$ cat src/rtl/sprite_scan_if.sv
// OAM read port and sprite-store write port of the line scan, bundled as one bus.
interface sprite_scan_if;
  logic       oam_rd;
  logic [7:0] oam_addr;
  logic [7:0] oam_y;
  logic       store_clear;
  logic       store_we;
  logic [3:0] store_slot;
  logic [5:0] store_index;
  logic [3:0] store_line;

  // Scan writer side: issues OAM reads, writes the sprite store.
  modport master (
    output oam_rd,
    output oam_addr,
    input  oam_y,
    output store_clear,
    output store_we,
    output store_slot,
    output store_index,
    output store_line
  );

  // OAM / store side.
  modport slave (
    input  oam_rd,
    input  oam_addr,
    output oam_y,
    input  store_clear,
    input  store_we,
    input  store_slot,
    input  store_index,
    input  store_line
  );
endinterface

$ cat src/rtl/sprite_scan_writer.sv
// Per-line OAM scan: reads every entry's Y byte, tests it against the current
// line and writes the first MaxSprites hits into consecutive sprite-store slots.
module sprite_scan_writer #(
  parameter int unsigned NumOam     = 40,
  parameter int unsigned MaxSprites = 10
) (
  input  logic                 clk,
  input  logic                 reset,
  input  logic                 scan_start,
  input  logic [7:0]           ly,
  input  logic                 tall,
  sprite_scan_if.master        bus,
  output logic [3:0]           sprite_count,
  output logic                 scan_busy,
  output logic                 scan_done
);

  typedef enum logic [1:0] {StIdle, StRead, StCmp, StDone} state_e;

  state_e     state_q, state_d;
  logic [5:0] idx_q, idx_d;
  logic [3:0] count_q, count_d;

  logic [8:0] diff;
  logic       hit;

  // Row offset of this line inside the sprite; wraps modulo 512 so sprites
  // below the line land far out of range.
  assign diff = {1'b0, ly} + 9'd16 - {1'b0, bus.oam_y};
  assign hit  = diff < (tall ? 9'd16 : 9'd8);

  // State, entry index and hit count registers.
  always_ff @(posedge clk) begin
    if (reset) begin
      state_q <= StIdle;
      idx_q   <= 6'd0;
      count_q <= 4'd0;
    end else begin
      state_q <= state_d;
      idx_q   <= idx_d;
      count_q <= count_d;
    end
  end

  // Next-state logic and Mealy outputs.
  always_comb begin
    state_d         = state_q;
    idx_d           = idx_q;
    count_d         = count_q;
    bus.oam_rd      = 1'b0;
    bus.oam_addr    = 8'd0;
    bus.store_clear = 1'b0;
    bus.store_we    = 1'b0;
    bus.store_slot  = 4'd0;
    bus.store_index = 6'd0;
    bus.store_line  = 4'd0;
    scan_done       = 1'b0;

    unique case (state_q)
      StIdle: ;
      StRead: begin
        bus.oam_rd   = 1'b1;
        bus.oam_addr = {idx_q, 2'b00};
        // idx 0 is read exactly once per scan, so it marks the scan's first cycle.
        bus.store_clear = (idx_q == 6'd0);
        state_d = StCmp;
      end
      StCmp: begin
        if (hit && (count_q < 4'(MaxSprites))) begin
          bus.store_we    = 1'b1;
          bus.store_slot  = count_q;
          bus.store_index = idx_q;
          bus.store_line  = diff[3:0];
          count_d         = count_q + 4'd1;
        end
        if (idx_q == 6'(NumOam - 1)) begin
          state_d = StDone;
        end else begin
          idx_d   = idx_q + 6'd1;
          state_d = StRead;
        end
      end
      StDone: begin
        scan_done = 1'b1;
        state_d   = StIdle;
      end
      default: state_d = StIdle;
    endcase

    // A start pulse restarts from any state; a CMP write this cycle still stands.
    if (scan_start) begin
      state_d = StRead;
      idx_d   = 6'd0;
      count_d = 4'd0;
    end
  end

  assign sprite_count = count_q;
  assign scan_busy    = (state_q == StRead) || (state_q == StCmp);

endmodule

$ cat src/flat_wrapper.sv
// flat-port wrapper written by rule: the top's interface ports become plain ports
module sprite_scan_writer_flat 
#(
  parameter int unsigned NumOam     = 40,
  parameter int unsigned MaxSprites = 10
)
  (clk, reset, scan_start, ly, tall, sprite_count, scan_busy, scan_done, bus_oam_rd, bus_oam_addr, bus_oam_y, bus_store_clear, bus_store_we, bus_store_slot, bus_store_index, bus_store_line);
  sprite_scan_if bus_i ();
  input  logic clk;
  input  logic reset;
  input  logic scan_start;
  input  logic [7:0] ly;
  input  logic tall;
  output logic [3:0] sprite_count;
  output logic scan_busy;
  output logic scan_done;
  output wire logic [$bits(bus_i.oam_rd)-1:0] bus_oam_rd;
  output wire logic [$bits(bus_i.oam_addr)-1:0] bus_oam_addr;
  input wire logic [$bits(bus_i.oam_y)-1:0] bus_oam_y;
  output wire logic [$bits(bus_i.store_clear)-1:0] bus_store_clear;
  output wire logic [$bits(bus_i.store_we)-1:0] bus_store_we;
  output wire logic [$bits(bus_i.store_slot)-1:0] bus_store_slot;
  output wire logic [$bits(bus_i.store_index)-1:0] bus_store_index;
  output wire logic [$bits(bus_i.store_line)-1:0] bus_store_line;
  assign bus_oam_rd = bus_i.oam_rd;
  assign bus_oam_addr = bus_i.oam_addr;
  assign bus_i.oam_y = bus_oam_y;
  assign bus_store_clear = bus_i.store_clear;
  assign bus_store_we = bus_i.store_we;
  assign bus_store_slot = bus_i.store_slot;
  assign bus_store_index = bus_i.store_index;
  assign bus_store_line = bus_i.store_line;
  sprite_scan_writer #(.NumOam(NumOam), .MaxSprites(MaxSprites)) u_core (.clk(clk), .reset(reset), .scan_start(scan_start), .ly(ly), .tall(tall), .bus(bus_i), .sprite_count(sprite_count), .scan_busy(scan_busy), .scan_done(scan_done));
endmodule
$ cat config.mk
export PLATFORM = sky130hd
export DESIGN_NAME = sprite_scan_writer_flat
export DESIGN_NICKNAME = d
export VERILOG_FILES = /design/src/rtl/sprite_scan_if.sv /design/src/rtl/sprite_scan_writer.sv /design/src/flat_wrapper.sv
export SDC_FILE = /design/constraint.sdc
export NUM_CORES = 1
export LEC_CHECK = 0
export ABC_AREA = 1
export CAP_MARGIN = 20
export CORE_MARGIN = 2
export CORE_UTILIZATION = 41
export DETAILED_ROUTE_END_ITERATION = 7
export PLACE_DENSITY = 0.76
export SLEW_MARGIN = 20
export SYNTH_ARGS = -nofsm -noshare
export SYNTH_HDL_FRONTEND = slang
export SYNTH_SLANG_ARGS = --single-unit
$ cat constraint.sdc
create_clock -name clk -period 3.45 [get_ports clk]
set_clock_uncertainty 0.15 [all_clocks]
set_input_delay 0.69 -clock clk [delete_from_list [all_inputs] [get_ports clk]]
set_output_delay 0.69 -clock clk [all_outputs]
set_load 0.1 [all_outputs]
==> impl_metrics.xml <==
<?xml version="1.0" encoding="UTF-8"?>
<metrics>
  <group name="sta">
    <metric name="timing.final.crit_period" unit="ps">3750</metric>
    <metric name="final_min_period_over_clock_period" unit="%">109</metric>
    <metric name="final.setup.worst_slack" unit="ps">-301</metric>
    <metric name="final-max-slew-violation-count" unit="">0</metric>
    <metric name="fmaxAchievable" unit="MHz">267</metric>
    <metric name="tightest_slew" unit="ps">543</metric>
    <metric name="final-hold-violation-count" unit="">0</metric>
    <metric name="report.final.setup_viol" unit="">15</metric>
    <metric name="maxSlewHeadroom" unit="%">63.7</metric>
    <metric name="rsz_0062_raised_after_global_routing" unit="">yes</metric>
  </group>
  <group name="layout">
    <metric name="n_fill_cell" unit="">245</metric>
    <metric name="design.final.nets" unit="">352</metric>
    <metric name="antenna_cells_inserted" unit="">0</metric>
    <metric name="layout-area-overhead-vs-synth" unit="%">79.8</metric>
    <metric name="multi_input_comb_area" unit="µm²">1270</metric>
    <metric name="sequential_cell_area" unit="µm²">240</metric>
    <metric name="drive_above_1_share" unit="%">43.6</metric>
  </group>
  <group name="die">
    <metric name="floorplan.die_area" unit="µm²">4130</metric>
    <metric name="pin_count" unit="">51</metric>
    <metric name="die-width" unit="µm">64.3</metric>
    <metric name="die-height" unit="µm">64.3</metric>
    <metric name="placeableCoreArea" unit="µm²">3420</metric>
    <metric name="std_cell_rows" unit="">21</metric>
    <metric name="floorplan.initialDensity" unit="%">43.6</metric>
  </group>
  <group name="min_path">
    <metric name="timing.hold.worst_path_depth" unit="">1</metric>
    <metric name="worstHoldPathType" unit="">reg2reg</metric>
  </group>
  <group name="worst_setup_path">
    <metric name="path_buf_inv" unit="">4</metric>
    <metric name="worst_setup_path_start_kind" unit="">input port</metric>
    <metric name="worst_ep_required_time" unit="ps">2610</metric>
    <metric name="crit_chain" unit="">buf_8, inv_6, ha_4, ha_4, nand2_4, nand3_2, xor2_1, ha_2, nor2_2, o21a_1, nand2_1, nor2_2, nand2_2, nor2_4, nand2_4, buf_12, a21oi_4, buf_12</metric>
    <metric name="cp_max_fo" unit="">4</metric>
    <metric name="setup.worst_path.class" unit="">in2out</metric>
    <metric name="crit_slowest_cell" unit="">ha_4</metric>
    <metric name="worst_r2r_path_depth" unit="">17</metric>
    <metric name="top_cell_family_by_delay_on_the_critical_path" unit="">simple AND/OR/NAND/NOR gates</metric>
    <metric name="critical_path_arrival" unit="ps">2910</metric>
    <metric name="critical_path_depth" unit="">18</metric>
    <metric name="max_stage_delay" unit="ps">250</metric>
    <metric name="setup.reg_to_reg.worst_slack" unit="ps">1160</metric>
    <metric name="critPathCaptureType" unit="">output port</metric>
  </group>
  <group name="pwr">
    <metric name="power-per-cell-area" unit="nW/µm²">221</metric>
    <metric name="peakVddDrop" unit="mV">0.206</metric>
    <metric name="totalPowerFinal" unit="µW">592</metric>
    <metric name="power.leakage" unit="µW">0.00127</metric>
  </group>
  <group name="clock_network">
    <metric name="worst_skew_pair.late_latency" unit="ps">280</metric>
    <metric name="ctsRootBufferMaster" unit="">clkbuf_4</metric>
    <metric name="numClockSinks" unit="">12</metric>
    <metric name="clk_pin_slew" unit="ps">80</metric>
    <metric name="tritoncts.num_buffers" unit="">3</metric>
    <metric name="cts-htree-levels" unit="">1</metric>
    <metric name="cts-root-to-sink-buffers" unit="">2</metric>
    <metric name="cts_tree" unit="">yes</metric>
  </group>
  <group name="routing">
    <metric name="post-route-drc-count" unit="">0</metric>
    <metric name="routed-via-count" unit="">1639</metric>
    <metric name="initial_drc_count" unit="">51</metric>
    <metric name="postRouteAntennaNets" unit="">0</metric>
    <metric name="firstDrtPassIters" unit="">4</metric>
    <metric name="via_per_inst" unit="">4.64</metric>
    <metric name="detail_route.wirelength" unit="mm">3.84</metric>
    <metric name="drt-wirelength-per-cell" unit="µm">10.9</metric>
  </group>
  <group name="global_routing">
    <metric name="gr-usage-all-layers" unit="%">20.4</metric>
    <metric name="first_global_vias" unit="">1585</metric>
    <metric name="grt_max_degree" unit="">9</metric>
    <metric name="global_route_wire_length_before_repair" unit="mm">6.86</metric>
    <metric name="grt_overflow_total" unit="">0</metric>
    <metric name="grt_antenna_before_repair" unit="">0</metric>
  </group>
  <group name="yosys">
    <metric name="synth-warning-count" unit="">0</metric>
    <metric name="synth_simple_gate_area_share" unit="%">37.3</metric>
    <metric name="mean_syn_cell_area" unit="µm²">6.56</metric>
    <metric name="synthDominantAreaCellType" unit="">ha_1</metric>
    <metric name="postSynth.asyncResetShare" unit="%">0</metric>
    <metric name="synth_compound_area_share" unit="%">7.14</metric>
    <metric name="synth_edf_count" unit="">0</metric>
    <metric name="post_synth_xor_area_fraction" unit="%">1.76</metric>
    <metric name="dominant_combinational_cell_family_by_area_after_synthesis" unit="">simple AND/OR/NAND/NOR gates</metric>
    <metric name="biggest_area_contributors_in_the_synthesized_netlist" unit="">ha_1 19%, dfxtp_1 16%, inv_1 14%, nand2_1 12%, nor2_4 8.3%</metric>
    <metric name="ys.flop_type" unit="">dfxtp_1</metric>
    <metric name="syn-cell-area" unit="µm²">1490</metric>
    <metric name="synth-adder-area-share" unit="%">20.7</metric>
    <metric name="post_synth_most_frequent_cells" unit="">55 x inv_1, 46 x nand2_1, 23 x ha_1</metric>
    <metric name="synth_most_common_cell" unit="">inv_1</metric>
    <metric name="synth_seq_area_share" unit="%">16.1</metric>
    <metric name="synth_largest_type_area_fraction" unit="%">19.3</metric>
    <metric name="synth_cell_type_count" unit="">24</metric>
    <metric name="netlist_instances" unit="">227</metric>
    <metric name="synth.area.mux_share" unit="%">0</metric>
    <metric name="yosys_register_bits" unit="">12</metric>
  </group>
  <group name="run">
    <metric name="max_cap_violations" unit="">0</metric>
  </group>
  <group name="placement">
    <metric name="numPortBuffers" unit="">48</metric>
    <metric name="place.gp.congestion" unit="">0.834</metric>
    <metric name="detailedPlacementHpwl" unit="mm">2.98</metric>
    <metric name="place_ws" unit="ps">-768</metric>
  </group>
  <group name="status">
    <metric name="violations" unit="">negative setup slack</metric>
    <metric name="status" unit="">complete, but fails checks</metric>
  </group>
</metrics>
-- report_power, final --
part	switching, µW	internal (µW)	total, µW	leakage (µW)
logic	183	148	331	0.00115
clock network	53.3	64.2	118	0.0000210
registers	2.52	141	143	0.0000971
total	239	353	592	0.00127
-- metal layers --
layer / routed length (µm) / GRT usage, %
met2: 1950 / 36.5
met1: 1700 / 26.0
met5: 0 / 0
met4: 8 / 2.13
met3: 185 / 4.23
-- state kept, by name, indices dropped and copies added, names as in the netlist --
name and flops:
u_core.idx_q 6, u_core.sprite_count 4, u_core.state_q 2
-- cells by family after synthesis --
logic type / after synthesis
compound gates: 20
simple gates: 107
fa+ha+maj: 24
flops: 12
other cells: 1
buf+inv: 60
xor+xnor: 3
-- final cells by class --
cell class	instances	area share [%]
inverters	57	8.78
clock buffers	4	1.35
well taps	46	2.15
flip-flops and latches	12	8.96
multi-input cells	156	47.5
repair buffers	78	31.3
-- cell usage in the layout, fill, tap and decap left out --
cell | synthesis | final
a21oi_1 | 12 | 9
a21oi_2 | 1 | 2
a21oi_4 | 0 | 2
buf_12 | 1 | 17
buf_2 | 0 | 3
buf_4 | 2 | 41
buf_6 | 0 | 3
buf_8 | 0 | 1
clkbuf_2 | 0 | 1
clkbuf_4 | 0 | 3
clkbuf_8 | 0 | 1
clkdlybuf4s15_1 | 0 | 2
clkdlybuf4s15_2 | 0 | 1
clkdlybuf4s50_1 | 0 | 9
clkinv_8 | 0 | 1
clkinvlp_4 | 0 | 1
conb_1 | 1 | 2
dfxtp_1 | 12 | 12
fa_2 | 0 | 1
ha_1 | 23 | 7
ha_2 | 0 | 2
ha_4 | 0 | 14
inv_1 | 55 | 48
inv_2 | 1 | 6
inv_6 | 0 | 1
nand2_1 | 46 | 41
nand2_2 | 3 | 7
nand2_4 | 1 | 2
nand3_1 | 13 | 11
nand3_2 | 2 | 3
nand3_4 | 0 | 1
nand4_1 | 4 | 4
nor2_1 | 20 | 16
nor2_2 | 5 | 6
nor2_4 | 11 | 14
nor4_1 | 2 | 2
o21a_1 | 1 | 1
o21ai_0 | 6 | 6
xor2_1 | 3 | 3
-- final timing paths --
kind / from / to
setup / recovery: bus_oam_y[3] / bus_store_line[3]
hold / removal: u_core.idx_q[0]$_SDFFE_PP0P_ / u_core.idx_q[0]$_SDFFE_PP0P_
setup reg to reg: u_core.state_q[0]$_SDFFE_PP0P_ / u_core.sprite_count[1]$_SDFFE_PP0P_
hold reg to reg: u_core.idx_q[0]$_SDFFE_PP0P_ / u_core.idx_q[0]$_SDFFE_PP0P_
-- per-stage QoR --
stage                     TNS, ps  hold slack, ps  instances  util, %  instance area (µm²)
final                       -4090             366        353     78.5                 2680
after global routing        -6060             401        353     78.5                 2680
after CTS                   -3520             362        350     77.9                 2660
after detailed placement   -11290             341        342     71.4                 2440
after global placement     -10410             336        342     71.4                 2440
after floorplan             -4610             309        228        -                 1620
-- what timing repair did --
| item | CTS | global route |
|---|---|---|
| resized for setup | 60 | 7 |
| hold buffers | 0 | 0 |
| setup buffers | 4 | 3 |
| setup endpoints to repair | 15 | 15 |
| pin swaps | 23 | 17 |
No activity file was read; power rests on OpenSTA's default activity.
